### config.mk
export PLATFORM = sky130hd
export DESIGN_NAME = sha256_block_ctrl
export DESIGN_NICKNAME = d
export VERILOG_FILES = /design/src/rtl/sha256_block_ctrl.sv
export SDC_FILE = /design/constraint.sdc
export NUM_CORES = 1
export LEC_CHECK = 0
export ABC_AREA = 1
export CAP_MARGIN = 0
export CORE_MARGIN = 4
export CORE_UTILIZATION = 52
export DETAILED_ROUTE_END_ITERATION = 8
export PLACE_DENSITY = 0.87
export SLEW_MARGIN = 20
export SYNTH_ARGS = -nofsm -noshare
export SYNTH_HDL_FRONTEND = slang
export SYNTH_SLANG_ARGS = --single-unit
export TNS_END_PERCENT = 5
### constraint.sdc
create_clock -name clk -period 3 [get_ports clk]
set_input_delay 0.6 -clock clk [delete_from_list [all_inputs] [get_ports clk]]
set_output_delay 0.6 -clock clk [all_outputs]
set_load 0.02 [all_outputs]
### src/rtl/sha256_block_ctrl.sv
// Block sequencer between the UART message packer and the SHA-256 datapath:
// loads 16 schedule words, runs the compression rounds, updates the hash, reads out the digest.
module sha256_block_ctrl #(
    parameter int DATA_WIDTH    = 32,
    parameter int TIMEOUT_LIMIT = 4340,
    parameter int NUM_ROUNDS    = 64
) (
    input  logic                  clk,
    input  logic                  rst,
    input  logic                  mp_dv_in,
    input  logic [DATA_WIDTH-1:0] mp_word_in,
    input  logic                  mp_last_in,
    output logic                  ready_out,
    output logic                  ws_load_out,
    output logic [3:0]            ws_idx_out,
    output logic [DATA_WIDTH-1:0] ws_word_out,
    output logic                  core_init_out,
    output logic                  round_en_out,
    output logic [5:0]            round_idx_out,
    output logic                  core_update_out,
    output logic                  digest_rd_out,
    output logic [2:0]            digest_idx_out,
    output logic                  done_out,
    output logic                  busy_out,
    output logic                  err_out
);

    localparam int TMO_W = $clog2(TIMEOUT_LIMIT + 1);

    typedef enum logic [2:0] {IDLE, LOAD, ROUND, UPDATE, DIGEST} state_t;

    state_t             state;
    logic [3:0]         word_cnt;
    logic [5:0]         round_cnt;
    logic               first_blk;
    logic               last_lat;
    logic               blk_full;
    logic [TMO_W-1:0]   tmo_cnt;

    always_ff @(posedge clk) begin
        if (rst) begin
            state           <= IDLE;
            word_cnt        <= '0;
            round_cnt       <= '0;
            first_blk       <= 1'b1;
            last_lat        <= 1'b0;
            blk_full        <= 1'b0;
            tmo_cnt         <= '0;
            err_out         <= 1'b0;
            ready_out       <= 1'b1;
            busy_out        <= 1'b0;
            ws_load_out     <= 1'b0;
            ws_idx_out      <= '0;
            ws_word_out     <= '0;
            core_init_out   <= 1'b0;
            round_en_out    <= 1'b0;
            round_idx_out   <= '0;
            core_update_out <= 1'b0;
            digest_rd_out   <= 1'b0;
            digest_idx_out  <= '0;
            done_out        <= 1'b0;
        end else begin
            ws_load_out     <= 1'b0;
            core_init_out   <= 1'b0;
            round_en_out    <= 1'b0;
            core_update_out <= 1'b0;
            digest_rd_out   <= 1'b0;
            done_out        <= 1'b0;

            // A word offered while not ready is lost; the sequence itself carries on.
            if (mp_dv_in && !ready_out)
                err_out <= 1'b1;

            case (state)
                IDLE: begin
                    if (mp_dv_in) begin
                        ws_load_out   <= 1'b1;
                        ws_idx_out    <= 4'd0;
                        ws_word_out   <= mp_word_in;
                        core_init_out <= first_blk;
                        word_cnt      <= 4'd1;
                        tmo_cnt       <= '0;
                        busy_out      <= 1'b1;
                        state         <= LOAD;
                    end
                end

                LOAD: begin
                    if (blk_full) begin
                        // Word 15's load strobe is out; rounds start on the following cycle.
                        blk_full      <= 1'b0;
                        round_cnt     <= '0;
                        round_en_out  <= 1'b1;
                        round_idx_out <= '0;
                        state         <= ROUND;
                    end else if (mp_dv_in) begin
                        ws_load_out <= 1'b1;
                        ws_idx_out  <= word_cnt;
                        ws_word_out <= mp_word_in;
                        tmo_cnt     <= '0;
                        if (word_cnt == 4'd15) begin
                            blk_full  <= 1'b1;
                            last_lat  <= mp_last_in;
                            ready_out <= 1'b0;
                        end else begin
                            word_cnt <= word_cnt + 4'd1;
                        end
                    end else if (tmo_cnt == TMO_W'(TIMEOUT_LIMIT - 1)) begin
                        // Stalled partial block: drop it and treat the next word as a new message.
                        tmo_cnt   <= '0;
                        word_cnt  <= '0;
                        first_blk <= 1'b1;
                        last_lat  <= 1'b0;
                        err_out   <= 1'b1;
                        busy_out  <= 1'b0;
                        state     <= IDLE;
                    end else begin
                        tmo_cnt <= tmo_cnt + TMO_W'(1);
                    end
                end

                ROUND: begin
                    if (round_cnt == 6'(NUM_ROUNDS - 1)) begin
                        core_update_out <= 1'b1;
                        state           <= UPDATE;
                    end else begin
                        round_cnt     <= round_cnt + 6'd1;
                        round_en_out  <= 1'b1;
                        round_idx_out <= round_cnt + 6'd1;
                    end
                end

                UPDATE: begin
                    if (last_lat) begin
                        digest_rd_out  <= 1'b1;
                        digest_idx_out <= '0;
                        state          <= DIGEST;
                    end else begin
                        first_blk <= 1'b0;
                        word_cnt  <= '0;
                        ready_out <= 1'b1;
                        busy_out  <= 1'b0;
                        state     <= IDLE;
                    end
                end

                DIGEST: begin
                    if (digest_idx_out == 3'd7) begin
                        first_blk <= 1'b1;
                        last_lat  <= 1'b0;
                        word_cnt  <= '0;
                        ready_out <= 1'b1;
                        busy_out  <= 1'b0;
                        state     <= IDLE;
                    end else begin
                        digest_rd_out  <= 1'b1;
                        digest_idx_out <= digest_idx_out + 3'd1;
                        done_out       <= (digest_idx_out == 3'd6);
                    end
                end

                default: state <= IDLE;
            endcase
        end
    end

endmodule

==> flow_metrics.env <==
export IMPL_synth_cell_types=34
export IMPL_yosysSeqAreaShare=0.4699
export IMPL_htree_levels=3
export IMPL_synthDominantCellAreaShare=0.4699
export IMPL_clk_pin_slew_ns=0.08
export IMPL_finalCritPeriodShare=0.7058
export IMPL_cts_hold_buffers=0
export IMPL_end_kind="register"
export IMPL_nNetsFinal=582
export IMPL_setup_tns_ns=0
export IMPL_synthTopCellsByArea="dfxtp_1, nor2_1, nand2_1, o21ai_0, nand3_1"
export IMPL_crit_arrival_ns=2.36
export IMPL_reg2reg_depth=11
export IMPL_grt_pass1_wl_mm=14.28
export IMPL_grt_overflow=0
export IMPL_rows=28
export IMPL_utilization=0.7321
export IMPL_clk_latency_ns=0.35
export IMPL_cts_tree="done"
export IMPL_cts_inserted_buffers=9
export IMPL_final_min_clock_period_ns=2.117
export IMPL_clock_path_buffers=2
export IMPL_hold_ws_ns=0.4789
export IMPL_antennaDiodeCount=0
export IMPL_io_pins=90
export IMPL_p_leak_uw=0.001796
export IMPL_io_buffer_count=89
export IMPL_synth_simple_area_share=0.3227
export IMPL_synth_area_um2=3281
export IMPL_slew_violations=0
export IMPL_vias_per_cell=5.144
export IMPL_r2r_start="digest_idx_out[0]"
export IMPL_synth_seq_cells=77
export IMPL_synthFlopType="dfxtp_1"
export IMPL_antenna_found_initial=0
export IMPL_fmax_mhz=472.3
export IMPL_reg2reg_slack_ns=1.22
export IMPL_path_class="in2reg"
export IMPL_outcome="finished, final reports clean"
export IMPL_synthAdderAreaFrac=0.02288
export IMPL_wl_per_cell_um=13.40
export IMPL_cts_root_buffer="clkbuf_8"
export IMPL_tightest_slew_ns=0.6005
export IMPL_first_pass_iters=4
export IMPL_synth_edff_count=0
export IMPL_synth_area_leader_cell="dfxtp_1"
export IMPL_fin_cells=619
export IMPL_finClkSkew_ns=0.01058
export IMPL_drtIter0Drc=253
export IMPL_route_vias_total=3184
export IMPL_grt_total_usage=0.2354
export IMPL_pre_cts_ws_ns=0.5738
export IMPL_post_cts_resized=0
export IMPL_cts_sinks=77
export IMPL_syn_avg_cell_area_um2=7.258
export IMPL_hold_viol_final=0
export IMPL_synth_mux_area_frac=0
export IMPL_area_growth_pct=34.48
export IMPL_holdPathStages=2
export IMPL_hold_class="reg2reg"
export IMPL_post_cts_buffers=0
export IMPL_synth_xor_area_frac=0.01335
export IMPL_drive_gt1_frac=0.06618
export IMPL_setup_slack_ns=0.8825
export IMPL_max_cap_violations=0
export IMPL_critPathLaunchType="input pin"
export IMPL_drcViolationCount=0
export IMPL_rr_endpoint="word_cnt[3]"
export IMPL_totalWireLength_mm=8.293
export IMPL_ant_nets=0
export IMPL_die_width_um=87.43
export IMPL_ys_async_sr_fraction=0
export IMPL_crit_fanout=13
export IMPL_grt_pass1_vias=3155
export IMPL_slew_headroom=0.5991
export IMPL_final_cell_mix="nor2_1, clkdlybuf4s50_1, dfxtp_1, nand2_1, o21ai_0"
export IMPL_synth_top_family_by_area="simple AND/OR/NAND/NOR gates"
export IMPL_rsz0062_at_grt="false"
export IMPL_irDropWorstVdd_v=0.0005395
export IMPL_syn_nets=494
export IMPL_yosysWarnings=0
export IMPL_hpwl_mm=5.851
export IMPL_core_um2=6026
export IMPL_start_util=0.5444
export IMPL_die_area_um2=7644
export IMPL_gp_congestion=0.9303
export IMPL_hp_start="first_blk"
export IMPL_hold_path_end="first_blk"
export IMPL_setup_violations=0
export IMPL_grt_max_degree=38
export IMPL_die_height_um=87.43
export IMPL_dpl_cell_count=604
export IMPL_final_common_cell="nor2_1"
export IMPL_synth_compound_gate_area_share=0.1110
export IMPL_power_density_nw_per_um2=605.4
export IMPL_cp_required_ns=3.25
export IMPL_synthCells=452
flip-flops by register name, summed over array words and instances, names as in the netlist, 3 cells and up:
register        cells
state               3
round_cnt           6
ws_word_out        32
ws_idx_out          4
word_cnt            4
tmo_cnt            13
digest_idx_out      3
synthesized netlist by cell type, types with 2 or more instances:
library cell / n
nand2_1: 73
ha_1: 6
xor2_1: 4
nand2_2: 2
nand3_1: 30
nor2_1: 122
nor2_4: 2
o21ai_0: 35
a21oi_1: 20
o21ai_1: 8
clkbuf_1: 7
buf_2: 6
nand4_1: 4
nor3_1: 7
inv_2: 3
dfxtp_1: 77
nor2_2: 3
inv_1: 27
worst max-delay path, stage by stage:
cell and delay (ns):
clkdlybuf4s50_1 0.77, inv_1 0.22, nand3_1 0.16, nand2_1 0.08, inv_1 0.06, nand2_1 0.05, nor2_2 0.21, nand2_1 0.08
nand2_1 0.07, nor2_1 0.05
per-layer routing:
metal / track usage / vias to the layer above / wire (um)
met2: 0.3610 / 115 / 3758
met5: 0 / - / 0
met3: 0.1041 / 11 / 840
met4: 0.09066 / 0 / 98
met1: 0.2896 / 1433 / 3595
li1: - / 1625 / -
report_power, final:
part | total, uW | internal, uW | switching, uW
sequential | 1190 | 1120 | 68.6
combinational | 683 | 284 | 399
clock | 795 | 423 | 372
worst max-delay path by stage:
stage	to	cells after the start	start
4_1_cts	word_cnt[3]	10	mp_dv_in
6_report	word_cnt[3]	10	mp_dv_in
3_3_place_gp	word_cnt[0]	10	mp_dv_in
2_1_floorplan	word_cnt[0]	11	digest_idx_out[0]
5_1_grt	word_cnt[3]	10	mp_dv_in
3_5_place_dp	word_cnt[3]	10	mp_dv_in
logic make-up (layout without fill, tap and decap cells):
group           Yosys count  after routing
fa+ha+maj                 6              6
compound gates           67             67
xor+xnor                  5              5
buf+inv                  47            139
flops                    77             77
simple gates            250            250
metrics by stage:
stage	area, um^2	power (uW)
2_1_floorplan	3281	1618
3_3_place_gp	4213	1878
3_5_place_dp	4213	1888
4_1_cts	4412	2678
5_1_grt	4412	2813
6_report	4412	2671
final cells by class:
cell class              instances  area (um^2)
clock buffers                  11        151.4
clock inverters                 4        47.55
inverters                      32        122.6
repair buffers                 92        913.4
fillers                       450         1614
flip-flops and latches         77         1541
well taps                      75        93.84
multi-input cells             328         1541
Note: power is estimated with default switching activity, not from simulation.
